$ cat src/rtl/lu_cmp_sched.sv
// lu_cmp_sched
//
// Shares a single W-bit per-bit logic unit between two requesters. The unit
// computes XNOR when op=0 (equality) and XOR when op=1 (difference). The
// controller arbitrates, latches the winner's op/operands, and runs a fixed
// IDLE -> EXEC -> DONE cycle. It returns the per-bit result and a reduced
// compare flag to the winner.
//
// Configuration macro:
//   LU_CMP_SCHED_RR_EN  defined    : round-robin tie-break, so the requester
//                                    that did not win last time wins a tie.
//                       undefined  : fixed priority, requester 0 wins a tie.
//
// Ports:
//   clk        in   rising-edge clock
//   reset      in   synchronous active-high reset
//   req0/req1  in   request from requester 0 / 1
//   op0/op1    in   operation select: 0 = equality (XNOR), 1 = difference (XOR)
//   a0,b0      in   W-bit operands of requester 0
//   a1,b1      in   W-bit operands of requester 1
//   gnt        out  one-hot grant, one-cycle pulse
//   busy       out  high while an operation is in flight (EXEC, DONE)
//   done       out  one-cycle pulse: result/flag valid
//   done_id    out  requester that owns the current result
//   result     out  registered per-bit result
//   flag       out  op=0: AND of result bits (a==b); op=1: OR (a!=b)
//
// All outputs are registered, so no combinational path exists from any input
// to any output.

module lu_cmp_sched #(
  parameter int W = 2
) (
  input  logic         clk,
  input  logic         reset,
  input  logic         req0,
  input  logic         req1,
  input  logic         op0,
  input  logic         op1,
  input  logic [W-1:0] a0,
  input  logic [W-1:0] b0,
  input  logic [W-1:0] a1,
  input  logic [W-1:0] b1,
  output logic [1:0]   gnt,
  output logic         busy,
  output logic         done,
  output logic         done_id,
  output logic [W-1:0] result,
  output logic         flag
);

  typedef enum logic [1:0] {
    S_IDLE = 2'd0,
    S_EXEC = 2'd1,
    S_DONE = 2'd2
  } state_t;

  // Per-bit logic unit: XNOR for equality, XOR for difference.
  function automatic logic [W-1:0] lu_eval(input logic op, input logic [W-1:0] a,
                                           input logic [W-1:0] b);
    logic [W-1:0] x;
    x = a ^ b;
    return op ? x : ~x;
  endfunction

  // Reduction over all W result bits. Every bit must match for equality, and
  // any differing bit signals a difference.
  function automatic logic lu_reduce(input logic op, input logic [W-1:0] r);
    return op ? (|r) : (&r);
  endfunction

  state_t       r_state, w_state_nxt;
  logic [1:0]   r_gnt, w_gnt_nxt;
  logic         r_busy, w_busy_nxt;
  logic         r_done, w_done_nxt;
  logic         r_done_id, w_done_id_nxt;
  logic [W-1:0] r_result, w_result_nxt;
  logic         r_flag, w_flag_nxt;
  logic         r_last_id, w_last_id_nxt;
  logic         r_op, w_op_nxt;
  logic [W-1:0] r_a, w_a_nxt;
  logic [W-1:0] r_b, w_b_nxt;

  logic         w_win;
  logic [W-1:0] w_lu;

  // Winner selection. The value is used only when at least one req is high.
  always_comb begin
    w_win = 1'b0;
    if (req1 && !req0) begin
      w_win = 1'b1;
    end else if (req0 && req1) begin
`ifdef LU_CMP_SCHED_RR_EN
      w_win = ~r_last_id;
`else
      w_win = 1'b0;
`endif
    end
  end

  // The shared unit sees only the latched operands.
  assign w_lu = lu_eval(r_op, r_a, r_b);

  always_comb begin
    w_state_nxt   = r_state;
    w_gnt_nxt     = 2'b00;
    w_busy_nxt    = r_busy;
    w_done_nxt    = 1'b0;
    w_done_id_nxt = r_done_id;
    w_result_nxt  = r_result;
    w_flag_nxt    = r_flag;
    w_last_id_nxt = r_last_id;
    w_op_nxt      = r_op;
    w_a_nxt       = r_a;
    w_b_nxt       = r_b;
    unique case (r_state)
      S_IDLE: begin
        w_busy_nxt = 1'b0;
        if (req0 || req1) begin
          w_op_nxt      = w_win ? op1 : op0;
          w_a_nxt       = w_win ? a1 : a0;
          w_b_nxt       = w_win ? b1 : b0;
          w_gnt_nxt     = w_win ? 2'b10 : 2'b01;
          w_last_id_nxt = w_win;
          w_busy_nxt    = 1'b1;
          w_state_nxt   = S_EXEC;
        end
      end
      S_EXEC: begin
        // last_id still names the requester granted on the previous edge.
        w_result_nxt  = w_lu;
        w_flag_nxt    = lu_reduce(r_op, w_lu);
        w_done_id_nxt = r_last_id;
        w_done_nxt    = 1'b1;
        w_busy_nxt    = 1'b1;
        w_state_nxt   = S_DONE;
      end
      S_DONE: begin
        w_busy_nxt  = 1'b0;
        w_state_nxt = S_IDLE;
      end
      default: begin
        w_busy_nxt  = 1'b0;
        w_state_nxt = S_IDLE;
      end
    endcase
  end

  always_ff @(posedge clk) begin
    if (reset) begin
      r_state   <= S_IDLE;
      r_gnt     <= 2'b00;
      r_busy    <= 1'b0;
      r_done    <= 1'b0;
      r_done_id <= 1'b0;
      r_result  <= '0;
      r_flag    <= 1'b0;
      r_last_id <= 1'b1;
      r_op      <= 1'b0;
      r_a       <= '0;
      r_b       <= '0;
    end else begin
      r_state   <= w_state_nxt;
      r_gnt     <= w_gnt_nxt;
      r_busy    <= w_busy_nxt;
      r_done    <= w_done_nxt;
      r_done_id <= w_done_id_nxt;
      r_result  <= w_result_nxt;
      r_flag    <= w_flag_nxt;
      r_last_id <= w_last_id_nxt;
      r_op      <= w_op_nxt;
      r_a       <= w_a_nxt;
      r_b       <= w_b_nxt;
    end
  end

  assign gnt     = r_gnt;
  assign busy    = r_busy;
  assign done    = r_done;
  assign done_id = r_done_id;
  assign result  = r_result;
  assign flag    = r_flag;

endmodule

$ cat config.mk
export PLATFORM = sky130hd
export DESIGN_NAME = lu_cmp_sched
export DESIGN_NICKNAME = d
export VERILOG_FILES = /design/src/rtl/lu_cmp_sched.sv
export SDC_FILE = /design/constraint.sdc
export NUM_CORES = 1
export LEC_CHECK = 0
export CAP_MARGIN = 25
export CORE_MARGIN = 5
export CORE_UTILIZATION = 39
export DETAILED_ROUTE_END_ITERATION = 6
export GPL_TIMING_DRIVEN = 0
export PLACE_DENSITY_LB_ADDON = 0.2
export SKIP_LAST_GASP = 1
export SLEW_MARGIN = 20
export SYNTH_ARGS = -nofsm -noshare
export SYNTH_HDL_FRONTEND = slang
export SYNTH_SLANG_ARGS = --single-unit
export TNS_END_PERCENT = 20
$ cat constraint.sdc
create_clock -name clk -period 2.33 [get_ports clk]
set_clock_uncertainty 0.05 [all_clocks]
set_input_delay 0.5825 -clock clk [delete_from_list [all_inputs] [get_ports clk]]
set_output_delay 0.5825 -clock clk [all_outputs]
set_load 0.02 [all_outputs]
## Word-level counts from Yosys, hierarchy flattened

Cells that the tools add are included.

- Bits of input ports: 14
- Register bits: 16
- Output and inout bits: 8
- Word-level logic and storage cells: 37

- Eq/ne operators: 2
- Bitwise operators: 4
- Muxes and demuxes: 12
- Reductions and logical operators: 8

Operators with widths:

| operator | number |
|---|---|
| $mux 2 | 5 |
| $mux 1 | 5 |
| $pmux 2 s2 | 1 |
| $reduce_and 2->1 | 2 |
| $reduce_or 3->1 | 1 |
| $eq 2x1->1 const B | 1 |
| $logic_not 2->1 | 1 |
| $ne 2x2->1 const B | 1 |
| $not 1->1 | 2 |
| $not 2->2 | 1 |
| $pmux 1 s2 | 1 |
| $reduce_or 2->1 | 1 |
| $xor 2x2->2 | 1 |
| $logic_and 1x1->1 | 1 |
| $logic_not 1->1 | 1 |
| $logic_or 1x1->1 | 1 |

## Depth between registers and ports, before layout

Gate-level depths: netlist of the first run.

- Depth after elaboration: 5
- Depth in mapped cells: 5
- Gate-level depth less buffers: 3

## Worst setup path before layout of the first run

No wires, ideal clock.

- Kind: input-to-reg
- Start: input port req1
- End: register r_last_id
- Data required time: 2160 ps
- Arrival: 1417 ps
- Path slack: 743 ps
- Stages: 5
- Setup time: 120 ps
- Buffers on the path: 2
- Cells stage by stage: or2_1 > buf_6 > and2_4 > buf_6 > a211o_1

- Word-level cells in the longest chain between the ends: 2
- Elaborated cells on any way between the ends: 4
- Classes of those cells: mux: 1; reduce/logical: 3

RTL lines:

| element | RTL line | source |
|---|---|---|
| start, declared | 37 | `input logic req1,` |
| $logic_and 1x1->1 or $logic_or 1x1->1 (tied branches) | 90, 119 |  |
| $mux 1 or $reduce_and 2->1 (tied branches) | -- |  |
| end signal, assigned | 170 | `r_last_id <= w_last_id_nxt;` |
| end, declared | 79 | `logic r_last_id, w_last_id_nxt;` |

Several ways; a longest one is shown, not always the timed one.
A chain may end at the register's enable or synchronous reset.

## Final worst setup path of the first run

- Start: register r_done_id, in the netlist done_id
- End: output port done_id

RTL lines:

| element | RTL line | source |
|---|---|---|
| start, declared | 76 | `logic r_done_id, w_done_id_nxt;` |
| start signal, assigned | 167 | `r_done_id <= w_done_id_nxt;` |
| end, declared | 47 | `output logic done_id,` |

No word-level cell between the ends.

==> metrics.yaml, run 1 <==
clock_tree:
  cts_setup_buffers: 0
  cts_max_path_buffers: 2
  clk_pin_slew_ns: 0.09
  clock_latency_ns: 0.29
  cts_hold_buf: 0
  cts_htree_levels: 1
  clkSinkCount: 16
  cts_resized: 0
  cts_tree: "yes"
  cts_inserted_buffers: 3
  clock-root-buffer: "clkbuf_4"
min_path:
  holdCritPathClass: "reg2reg"
  hp-start: "r_state[1]"
  holdPathStages: 1
  hold_end: "busy"
logic_synthesis:
  synthCells: 65
  yosys.area.top_type: "dfxtp_1"
  post_synth_num_cell_types: 23
  synthTopCellsByCount: "dfxtp_1 (16), mux2i_1 (6), nor2_1 (6)"
  synthFlopType: "dfxtp_1"
  yosysMostFrequentCell: "dfxtp_1"
  netlist.area_leader.share_pct: 47.1
  syn_nets: 79
  async_reset_ff_share_pct: 0
  avgSynthCellArea_um2: 10.5
  synth_edf_count: 0
  ys_seq_area_share_pct: 47.1
  yosysWarnings: 0
  synth_seq_cells: 16
  syn_area_um2: 681
  synth_area_leaders: "dfxtp_1 (47%), a211oi_2 (9.2%), mux2i_1 (8.8%), xor2_1 (5.1%), a21oi_1 (3.7%)"
setup_path:
  critPathLaunchType: "flop"
  r2r_end: "flag"
  crit_slowest_cell: "clkdlybuf4s50_1"
  slowest_delay_ns: 0.61
  crit_fanout: 2
  arrival_ns: 1.23
  cp_top_family: "buffers and inverters"
  cp_cell_sequence: "clkdlybuf4s50_1"
  cp.buffers_inverters: 1
  critical_path_class: "reg2out"
  reg2reg_depth: 3
  r2r_slack_ns: 1.10
  crit_required_ns: 1.70
  end_kind: "output pin"
  rr_startpoint: "r_a[0]"
grt:
  grt_usage_pct: 11.2
  grt_max_degree: 11
  grt_pass1_vias: 502
  grt_antenna_before_repair: 0
  grt_pass1_wl_mm: 2.09
  grt-ovfl-total: 0
pwr:
  p_sw_w: 0.000178
  ir_worst_vdd_mv: 0.317
  combPwrFrac_pct: 26.4
  pwr-share-seq_pct: 50.4
  p_int_w: 0.000448
  p_leak_nw: 0.364
  power_density_mw_per_mm2: 669
  finalPower_w: 0.000625
  power_frac_clock_pct: 23.2
  switching_share_pct: 28.4
route:
  drt-total-wl_mm: 1.31
  drc: 0
  avgViaCountPerCell: 5.04
  vias: 534
  drtAntennaViolNets: 0
  wl_per_cell_um: 12.4
  drt-pass1-iter-count: 3
  drt_iter0_drc: 1
floorplan:
  die_w_um: 51.8
  io_pins: 22
  die_h_um: 51.8
  core_area_mm2: 0.00169
  floorplan.initialDensity_pct: 40.3
  rows: 15
  fp.dieArea_mm2: 0.00268
layout:
  syn2layout_area_growth_pct: 37.3
  multi_input_area_um2: 324
  layout-drive-gt1-share_pct: 15.7
  nFillCells: 163
  final_area_um2: 935
  insertedDiodeCount: 0
  ff_latch_area_um2: 320
  nNetsFinal: 105
placement:
  numPortBuffers: 21
  place_worst_setup_slack_ns: 0.293
  dp_hpwl_um: 959
  postPlaceCellArea_um2: 912
  gp_congestion: 0.720
timing:
  finalSetupViolCount: 0
  fin_hold_ws_ns: 0.426
  setup_tns_ns: 0
  slew_headroom_pct: 59.5
  hold_violations: 0
  slew_viol_final: 0
  fmax_ghz: 0.537
  period_needed_ns: 1.86
  fin_ws_ns: 0.467
  period_share_pct: 80.0
  rsz0062_at_grt: "no"
  tightest_slew_ns: 0.607
job:
  drv_cap: 0
run_status:
  outcome: "complete, no violations"
## state kept, by name, summed over array words and instances (netlist names), 2 cells and up
name	flops
result	2
gnt	2
r_state	2
r_b	2
r_a	2
## placed cells by master (no fill, tap or decap), types with 2 or more instances in the layout
master / netlist / routed
clkbuf_4: 0 / 3
a21oi_1: 5 / 5
a211oi_1: 2 / 2
mux2i_1: 6 / 6
a211oi_2: 5 / 5
buf_6: 2 / 2
nor2b_1: 4 / 4
nor2_1: 6 / 6
dfxtp_1: 16 / 16
xor2_1: 4 / 4
clkdlybuf4s50_1: 0 / 21
nor3_1: 2 / 2
## power groups by stage
stage | clock (W) | sequential [W] | combinational, W
finish | 0.000145 | 0.000315 | 0.000165
global route | 0.000164 | 0.000319 | 0.000178
CTS | 0.000146 | 0.000315 | 0.000167
detailed placement | 0 | 0.000322 | 0.000166
global placement | 0 | 0.000321 | 0.000164
floorplan | 0 | 0.000335 | 0.0000903
## cells by family (layout without fill, tap and decap cells)
family                    after synthesis  count (layout)  share of synthesized area, %
DFF                                    16              16                          47.1
muxes                                   6               6                          8.82
buffers and inverters                   5              29                          5.33
AOI/OAI and AO/OA                      16              16                          19.5
xor gates and xnor gates                4               4                          5.15
and+or+nand+nor                        18              18                          14.2
## per-stage QoR
stage | utilization, % | std cells
after floorplan | - | 65
after global placement | 54.0 | 103
after detailed placement | 54.0 | 103
after CTS | 55.3 | 106
after global routing | 55.3 | 106
final | 55.3 | 106
## metal layers
metal / track usage, % / vias up / part of all wire [%]
met1: 11.2 / 235 / 41
met4: 10.5 / 0 / 4.0
met2: 18.6 / 15 / 48
met5: 0 / - / 0
li1: - / 280 / -
met3: 2.87 / 4 / 7.1
## how the worst max path moves through the flow
stage / cells past startpoint / end / start
floorplan: 5 / r_last_id / req1
global placement: 3 / busy / reset
detailed placement: 6 / r_last_id / req1
CTS: 1 / done_id / done_id
global route: 1 / flag / flag
finish: 1 / done_id / done_id
## worst register-to-register path, stage by stage (launching register included)
cell and delay, ns:
dfxtp_1 0.33, xor2_1 0.19, or3_1 0.35, a311oi_1 0.23
## final cells by class
type                            count  area share [%]
Timing Repair Buffer               21            22.5
Clock buffer                        3            2.41
Tap cell                           17            2.28
Sequential cell                    16            34.3
Buffer                              5            3.88
Multi-Input combinational cell     44            34.7
Note: power is estimated with default switching activity, not from simulation.
==> run 2, diff against run 1 <==
- clock period: 2.33 -> 1.5 ns (I/O delays scaled with it)
==> metrics.yaml, run 2 (synthesis results as in run 1) <==
timing:
  setup_tns_ns: -0.369  # -0.369 ns
  rsz0062_at_grt: "yes"
  finalSetupViolCount: 4  # +4
  hold_violations: 0  # unchanged
  tightest_slew_ns: 0.607  # +0.0000581 ns
  slew_headroom_pct: 59.5  # about the same
  fmax_ghz: 0.618
  period_share_pct: 108
  fin_hold_ws_ns: 0.426  # unchanged
  fin_ws_ns: -0.119  # -0.586 ns
  period_needed_ns: 1.62
  slew_viol_final: 0  # unchanged
layout:
  final_cell_mix: "dfxtp_1 (16), clkdlybuf4s50_1 (16), mux2i_1 (6), nor2_1 (6)"
  nNetsFinal: 105  # unchanged
  layout-drive-gt1-share_pct: 15.7  # unchanged
  final_util_pct: 55.6  # +0.30 points
  insertedDiodeCount: 0  # unchanged
  final_area_um2: 940  # +0.54%
  syn2layout_area_growth_pct: 38.1
grt:
  top_usage_layer: "met2"
  grt_antenna_before_repair: 0  # unchanged
  grt_use_met2_pct: 18.6  # unchanged
  use_met3_pct: 2.87  # unchanged
  grt_max_degree: 11  # unchanged
  grt_usage_pct: 11.2  # unchanged
  grt_pass1_wl_mm: 2.09  # unchanged
  grt_pass1_vias: 502  # unchanged
  grt-ovfl-total: 0  # unchanged
  use_met1_pct: 11.2  # unchanged
setup_path:
  end_kind: "output pin"
  cp.buffers_inverters: 1  # unchanged
  critPathLaunchType: "flop"
  crit_slowest_cell: "clkdlybuf4s50_1"
  cp_top_family: "buffers and inverters"
  cp_cell_sequence: "clkdlybuf4s50_1"
  crit_fanout: 1  # -1
  arrival_ns: 1.19  # -0.04 ns
  critical_path_class: "reg2out"
  crit_required_ns: 1.07  # -0.63 ns
  slowest_delay_ns: 0.59  # -0.02 ns
floorplan:
  io_pins: 22  # unchanged
  core_area_mm2: 0.00169  # unchanged
  die_w_um: 51.8  # unchanged
  floorplan.initialDensity_pct: 40.3  # unchanged
  rows: 15  # unchanged
  fp.dieArea_mm2: 0.00268  # unchanged
  die_h_um: 51.8  # unchanged
route:
  avgViaCountPerCell: 5.04  # unchanged
  wl_per_cell_um: 12.4  # +0.38%
  drt-pass1-iter-count: 3  # unchanged
  drtAntennaViolNets: 0  # unchanged
  vias: 534  # unchanged
  drt-total-wl_mm: 1.32  # +0.38%
  drc: 0  # unchanged
  drt_iter0_drc: 1  # unchanged
placement:
  postPlaceCellArea_um2: 912  # unchanged
  dp_hpwl_um: 959  # unchanged
  numPortBuffers: 21  # unchanged
  place_worst_setup_slack_ns: -0.329  # -0.623 ns
  gp_congestion: 0.720  # unchanged
clock_tree:
  clock-root-buffer: "clkbuf_4"
  cts_hold_buf: 0  # unchanged
  clkSinkCount: 16  # unchanged
  clk_pin_slew_ns: 0.09  # about the same
  cts_resized: 2  # +2
  cts_inserted_buffers: 3  # unchanged
  clock_latency_ns: 0.29  # about the same
  cts_setup_buffers: 0  # unchanged
  cts_tree: "yes"
  cts_htree_levels: 1  # unchanged
  cts_max_path_buffers: 2  # unchanged
min_path:
  holdCritPathClass: "reg2reg"
pwr:
  p_leak_nw: 0.420  # +16%
  power_density_mw_per_mm2: 1030  # +54%
  ir_worst_vdd_mv: 0.492  # +55%
run_status:
  outcome: "complete, but fails checks"
  violations: "setup timing"
job:
  drv_cap: 0  # unchanged
[run 2: cell types whose count changed in the layout (fill, tap and decap cells not counted)]
cell             before  now
dlygate4sd2_1         0    2
clkdlybuf4s50_1      21   16
dlymetal6s2s_1        0    3
[run 2: area by class of cell]
type | instances | area (µm²)
fill | 163 | 749
tap | 17 | 21.3
buffer | 5 | 36.3
multi-input combinational | 44 | 324
clock buffer | 3 | 22.5
timing repair buffer | 21 | 215
sequential | 16 | 320
[run 2: power by group]
part	switching (W)	internal, W	leakage (nW)
combinational	0.000120	0.000131	0.274
sequential	0.0000230	0.000466	0.132
clock	0.000132	0.0000934	0.0138
total	0.000275	0.000690	0.420
[run 2: metal layers]
layer	vias up	routed length (µm)
met3	4	94
li1	280	-
met1	235	545
met2	15	623
met4	0	52
met5	-	0
[run 2: per-stage QoR]
| stage | total power (W) | cells |
|---|---|---|
| after floorplan | 0.000661 | 65 |
| after global placement | 0.000753 | 103 |
| after detailed placement | 0.000758 | 103 |
| after CTS | 0.000972 | 106 |
| after global routing | 0.00102 | 106 |
| final | 0.000966 | 106 |
[run 2: path summary, 6_finish.rpt]
path,end,start,slack (ns),cells past startpoint
worst min register to register,busy,r_state[1],0.43,1
worst max-delay path,busy,busy,-0.12,1
worst min-delay path,busy,r_state[1],0.43,1
worst max register to register,flag,r_a[0],0.27,3
